===== config.mk =====
export PLATFORM = sky130hd
export DESIGN_NAME = sd_spi_phy_flat
export DESIGN_NICKNAME = d
export VERILOG_FILES = /design/src/rtl/sd_spi_phy_if.sv /design/src/rtl/sd_spi_phy.sv /design/src/flat_wrapper.sv
export SDC_FILE = /design/constraint.sdc
export NUM_CORES = 1
export LEC_CHECK = 0
export BUFFER_PORTS_ARGS = -buffer_cell sky130_fd_sc_hd__buf_2
export CORE_UTILIZATION = 56
export DETAILED_ROUTE_END_ITERATION = 8
export PLACE_DENSITY = 0.85
export SYNTH_ARGS = -nofsm -noshare
export SYNTH_HDL_FRONTEND = slang
export SYNTH_SLANG_ARGS = --single-unit
export TNS_END_PERCENT = 20

===== constraint.sdc =====
create_clock -name clk -period 2.6 [get_ports clk]
set_clock_uncertainty 0.2 [all_clocks]
set_input_delay 0.26 -clock clk [delete_from_list [all_inputs] [get_ports clk]]
set_output_delay 0.26 -clock clk [all_outputs]
set_load 0.005 [all_outputs]

===== src/rtl/sd_spi_phy_if.sv =====
// Controller-side byte handshake between hazard3_sd and the SPI-mode PHY.
// The controller drives the master modport, the PHY takes the slave modport.
interface sd_spi_phy_if #(
    parameter int DIV_W = 8
);
    logic [DIV_W-1:0] div;
    logic             cs_n_req;
    logic             tx_valid;
    logic [7:0]       tx_data;
    logic             tx_ready;
    logic             rx_valid;
    logic [7:0]       rx_data;
    logic             busy;

    modport master (
        output div, cs_n_req, tx_valid, tx_data,
        input  tx_ready, rx_valid, rx_data, busy
    );

    modport slave (
        input  div, cs_n_req, tx_valid, tx_data,
        output tx_ready, rx_valid, rx_data, busy
    );
endinterface


===== src/rtl/sd_spi_phy.sv =====
// Byte-level SPI mode-0 master PHY for the SD card path: shifts one byte out on
// MOSI while shifting one in from MISO, and owns SCK timing and CS_n pin levels.
module sd_spi_phy #(
    parameter int DIV_W = 8
) (
    input  logic         clk,
    input  logic         rst_n,
    sd_spi_phy_if.slave  ctl,
    output logic         sd_sck,
    output logic         sd_mosi,
    input  logic         sd_miso,
    output logic         sd_cs_n
);
    typedef enum logic [1:0] {
        ST_IDLE = 2'd0,
        ST_LOW  = 2'd1,
        ST_HIGH = 2'd2
    } state_t;

    state_t           state_r;
    logic [DIV_W-1:0] cnt_r;
    logic [DIV_W-1:0] dl_r;
    logic [2:0]       bit_r;
    logic [7:0]       sh_r;
    logic             sd_sck_r;
    logic             sd_mosi_r;
    logic             sd_cs_n_r;
    logic             rx_valid_r;
    logic [7:0]       rx_data_r;
    logic             cnt_zero_s;

    assign cnt_zero_s   = (cnt_r == {DIV_W{1'b0}});
    assign ctl.tx_ready = (state_r == ST_IDLE);
    assign ctl.busy     = (state_r != ST_IDLE);
    assign ctl.rx_valid = rx_valid_r;
    assign ctl.rx_data  = rx_data_r;
    assign sd_sck       = sd_sck_r;
    assign sd_mosi      = sd_mosi_r;
    assign sd_cs_n      = sd_cs_n_r;

    // Bit-timing FSM: every pin and the receive result are registered here.
    always_ff @(posedge clk or negedge rst_n) begin
        if (!rst_n) begin
            state_r    <= ST_IDLE;
            cnt_r      <= {DIV_W{1'b0}};
            dl_r       <= {DIV_W{1'b0}};
            bit_r      <= 3'd0;
            sh_r       <= 8'h00;
            sd_sck_r   <= 1'b0;
            sd_mosi_r  <= 1'b1;
            sd_cs_n_r  <= 1'b1;
            rx_valid_r <= 1'b0;
            rx_data_r  <= 8'h00;
        end else begin
            rx_valid_r <= 1'b0;
            case (state_r)
                ST_IDLE: begin
                    // CS only follows the request between bytes, never mid-byte.
                    sd_sck_r  <= 1'b0;
                    sd_cs_n_r <= ctl.cs_n_req;
                    if (ctl.tx_valid) begin
                        sh_r      <= ctl.tx_data;
                        sd_mosi_r <= ctl.tx_data[7];
                        dl_r      <= ctl.div;
                        cnt_r     <= ctl.div;
                        bit_r     <= 3'd0;
                        state_r   <= ST_LOW;
                    end else begin
                        sd_mosi_r <= 1'b1;
                    end
                end
                ST_LOW: begin
                    if (!cnt_zero_s) begin
                        cnt_r <= cnt_r - {{(DIV_W-1){1'b0}}, 1'b1};
                    end else begin
                        // MISO is taken unsynchronized on the edge that raises SCK.
                        sd_sck_r <= 1'b1;
                        sh_r     <= {sh_r[6:0], sd_miso};
                        cnt_r    <= dl_r;
                        state_r  <= ST_HIGH;
                    end
                end
                ST_HIGH: begin
                    if (!cnt_zero_s) begin
                        cnt_r <= cnt_r - {{(DIV_W-1){1'b0}}, 1'b1};
                    end else begin
                        sd_sck_r <= 1'b0;
                        cnt_r    <= dl_r;
                        if (bit_r == 3'd7) begin
                            rx_data_r  <= sh_r;
                            rx_valid_r <= 1'b1;
                            sd_mosi_r  <= 1'b1;
                            state_r    <= ST_IDLE;
                        end else begin
                            bit_r     <= bit_r + 3'd1;
                            sd_mosi_r <= sh_r[7];
                            state_r   <= ST_LOW;
                        end
                    end
                end
                default: begin
                    sd_sck_r  <= 1'b0;
                    sd_mosi_r <= 1'b1;
                    state_r   <= ST_IDLE;
                end
            endcase
        end
    end
endmodule


===== src/flat_wrapper.sv =====
// flat-port wrapper written by rule: the top's interface ports become plain ports
module sd_spi_phy_flat 
#(
    parameter int DIV_W = 8
)
  (clk, rst_n, sd_sck, sd_mosi, sd_miso, sd_cs_n, ctl_div, ctl_cs_n_req, ctl_tx_valid, ctl_tx_data, ctl_tx_ready, ctl_rx_valid, ctl_rx_data, ctl_busy);
  sd_spi_phy_if #(.DIV_W(DIV_W)) ctl_i ();
  input  logic clk;
  input  logic rst_n;
  output logic sd_sck;
  output logic sd_mosi;
  input  logic sd_miso;
  output logic sd_cs_n;
  input wire logic [$bits(ctl_i.div)-1:0] ctl_div;
  input wire logic [$bits(ctl_i.cs_n_req)-1:0] ctl_cs_n_req;
  input wire logic [$bits(ctl_i.tx_valid)-1:0] ctl_tx_valid;
  input wire logic [$bits(ctl_i.tx_data)-1:0] ctl_tx_data;
  output wire logic [$bits(ctl_i.tx_ready)-1:0] ctl_tx_ready;
  output wire logic [$bits(ctl_i.rx_valid)-1:0] ctl_rx_valid;
  output wire logic [$bits(ctl_i.rx_data)-1:0] ctl_rx_data;
  output wire logic [$bits(ctl_i.busy)-1:0] ctl_busy;
  assign ctl_i.div = ctl_div;
  assign ctl_i.cs_n_req = ctl_cs_n_req;
  assign ctl_i.tx_valid = ctl_tx_valid;
  assign ctl_i.tx_data = ctl_tx_data;
  assign ctl_tx_ready = ctl_i.tx_ready;
  assign ctl_rx_valid = ctl_i.rx_valid;
  assign ctl_rx_data = ctl_i.rx_data;
  assign ctl_busy = ctl_i.busy;
  sd_spi_phy #(.DIV_W(DIV_W)) u_core (.clk(clk), .rst_n(rst_n), .ctl(ctl_i), .sd_sck(sd_sck), .sd_mosi(sd_mosi), .sd_miso(sd_miso), .sd_cs_n(sd_cs_n));
endmodule

==> flow_metrics.env <==
export IMPL_p_sw_w=0.000234
export IMPL_synth_edff_count=0
export IMPL_synth_area_per_cell_um2=11.0
export IMPL_hold_violations=0
export IMPL_fmaxAchievable_mhz=425
export IMPL_grt_max_degree=42
export IMPL_seqPwrFrac_pct=59.5
export IMPL_wire_per_inst_um=15.5
export IMPL_clock_sinks=41
export IMPL_yosys_area_share_simple_pct=12.9
export IMPL_timing_slew_headroom_pct=39.3
export IMPL_first_iter_violations=72
export IMPL_cts_tree="built"
export IMPL_initial_core_util_pct=59.1
export IMPL_fin_crit_sh_pct=90.5
export IMPL_first_global_vias=1562
export IMPL_cts_buffers=5
export IMPL_worst_path_stages=6
export IMPL_clock_power_share_pct=37.5
export IMPL_setup_viol=0
export IMPL_synthMuxAreaShare_pct=11.7
export IMPL_cp_slowest_stage_delay_ns=0.44
export IMPL_reg2regPathDepth=6
export IMPL_endpoint_kind="flop"
export IMPL_die_width_um=64.4
export IMPL_synth_top_family_by_area="compound AO/OA/AOI/OAI gates"
export IMPL_htree_levels=2
export IMPL_peakVddDrop_v=0.000313
export IMPL_syn_nets=228
export IMPL_first_pass_iters=4
export IMPL_worst_pin_slew_ns=0.911
export IMPL_cap_violations=0
export IMPL_status="finished clean"
export IMPL_leakage_nw=1.25
export IMPL_utilization_pct=67.5
export IMPL_crit_arrival_ns=2.38
export IMPL_critPathSlowestCell="nor3b_2"
export IMPL_post_cts_buffers=0
export IMPL_cts_path_max_buffers=2
export IMPL_ys_seq_area_share_pct=47.2
export IMPL_clk_latency_ns=0.29
export IMPL_swShare_pct=21.9
export IMPL_cp_max_fo=9
export IMPL_crit_path_start_kind="flop"
export IMPL_via_per_inst=5.71
export IMPL_pre_cts_slack_ns=0.303
export IMPL_syn2layout_area_growth_pct=14.2
export IMPL_fin_tns_setup_ns=0
export IMPL_final_max_slew_viol_count=0
export IMPL_synth_xor_area_share_pct=1.21
export IMPL_hold_depth=2
export IMPL_clk_pin_slew_ns=0.08
export IMPL_synthCells=199
export IMPL_layout_nets=267
export IMPL_drt_wl_total_mm=4.46
export IMPL_synth_adder_area_share_pct=4.59
export IMPL_fin_crit_ns=2.35
export IMPL_hpwl_mm=3.12
export IMPL_gp_congestion=0.921
export IMPL_portBuffers=34
export IMPL_crit_buf_inv=1
export IMPL_diodes=0
export IMPL_grt_overflow=0
export IMPL_pwr_density_cell_mw_per_mm2=430
export IMPL_critical_path_top_delay_family="simple AND/OR/NAND/NOR gates"
export IMPL_route_detailed_drc=0
export IMPL_synth_warnings=0
export IMPL_finalWorstSetupSlack_ns=0.246
export IMPL_synth_flop_cell="dfrtp_1"
export IMPL_synth_compound_area_share_pct=16.9
export IMPL_ant_nets=0
export IMPL_synth_cell_types=46
export IMPL_p_int_w=0.000836
export IMPL_grt_pass1_wl_mm=7.58
export IMPL_path_cells="inv_1, ha_1, nor3b_2, nand2_2, a21oi_1, mux2_2"
export IMPL_cp_required_ns=2.62
export IMPL_clockRootBuffer="clkbuf_8"
export IMPL_ys_seq_elements=41
export IMPL_grt_usage_pct=24.1
export IMPL_vias=1638
export IMPL_ios=35
export IMPL_criticalPathCategory="flop to flop"
export IMPL_die_area_mm2=0.00415
export IMPL_hold_path_class="primary input to flop"
export IMPL_cts_resized=0
export IMPL_async_flop_share_pct=100
export IMPL_power_frac_comb_pct=3.0
export IMPL_rsz0062_at_grt="no"
export IMPL_hold_buffers=2
export IMPL_synthesis_area_mm2=0.00218
export IMPL_antenna_found_initial=0
export IMPL_drive_above_1_share_pct=34.3
export IMPL_core_area_mm2=0.00369
export IMPL_row_count=22
export IMPL_die_h_um=64.4
==> worst paths after layout <==
kind	start	to	slack, ns
hold / removal	ctl_div[6]	u_core.dl_r[6]$_DFFE_PN0P_	0.01
setup reg to reg	u_core.cnt_r[0]$_DFFE_PN0P_	u_core.sd_mosi$_DFFE_PN1P_	0.25
min in group asynchronous	rst_n	u_core.dl_r[4]$_DFFE_PN0P_	0.43
hold reg to reg	u_core.ctl.rx_data[1]$_DFFE_PN0P_	u_core.ctl.rx_data[1]$_DFFE_PN0P_	0.30
max in group asynchronous	rst_n	u_core.dl_r[0]$_DFFE_PN0P_	1.19
setup / recovery	u_core.cnt_r[0]$_DFFE_PN0P_	u_core.sd_mosi$_DFFE_PN1P_	0.25
==> logic make-up (layout without fill, tap and decap cells) <==
logic type / after synthesis / after routing
adders and majority gates: 8 / 8
AOI/OAI and AO/OA: 53 / 53
muxes: 20 / 20
and+or+nand+nor: 48 / 48
DFF: 41 / 41
buffers and inverters: 26 / 66
xor gates and xnor gates: 3 / 3
==> metrics by stage <==
stage | power [W] | hold WS [ns] | area [µm²] | cells
finish | 0.00107 | 0.0111 | 2490 | 287
global route | 0.00111 | 0.0137 | 2490 | 287
global placement | 0.000680 | 0.231 | 2390 | 277
CTS | 0.00108 | 0.00288 | 2490 | 287
detailed placement | 0.000680 | 0.233 | 2390 | 277
floorplan | 0.000650 | -0.236 | 2180 | 199
==> state kept, by name, summed over array words and instances, names as in the netlist <==
signal               flops
u_core.state_r           2
u_core.dl_r              8
u_core.sh_r              8
u_core.sd_cs_n           1
u_core.cnt_r             8
u_core.ctl.rx_valid      1
u_core.bit_r             3
u_core.sd_sck            1
u_core.sd_mosi           1
u_core.ctl.rx_data       8
==> cell type report <==
class / count / area, µm²
Sequential cell: 41 / 1030
Timing Repair Buffer: 40 / 220
Inverter: 18 / 67.6
Multi-Input combinational cell: 132 / 1030
Fill cell: 309 / 1200
Clock inverter: 2 / 10.0
Tap cell: 48 / 60.1
Clock buffer: 6 / 72.6
==> cell usage after synthesis, types with 3 or more instances <==
master	instances	area share (%)
mux2_2	11	5.7
mux2_4	8	5.5
clkbuf_1	3	0.52
nand2_1	11	1.9
o22ai_1	9	2.6
o211ai_1	3	1.0
and2_1	3	0.86
nand3_1	9	2.1
a21oi_1	12	2.8
nor2_1	8	1.4
a21oi_2	8	3.2
buf_6	3	1.5
nor3_1	3	0.69
inv_1	18	3.1
o21ai_0	5	1.1
ha_1	8	4.6
a31oi_1	3	0.86
dfrtp_1	39	45
==> routing by layer <==
metal	wire, µm	GRT usage (%)
met2	2080	37.4
met4	63	7.50
met3	211	5.18
met1	2110	33.7
met5	0	0
==> cell usage in the layout (no fill, tap or decap), types with 9 or more instances in the layout <==
cell and n:
buf_2 34, nand2_1 11, inv_1 18, o22ai_1 9, mux2_2 11, a21oi_1 12
dfrtp_1 39, nand3_1 9
==> power by group through the flow <==
stage          sequential, W  combinational, W  clock, W
2_1_floorplan       0.000650       0.000000508         0
3_3_place_gp        0.000650         0.0000298         0
3_5_place_dp        0.000650         0.0000303         0
4_1_cts             0.000637         0.0000328  0.000412
5_1_grt             0.000637         0.0000353  0.000440
6_report            0.000637         0.0000317  0.000402
No activity file was read; power rests on OpenSTA's default activity.
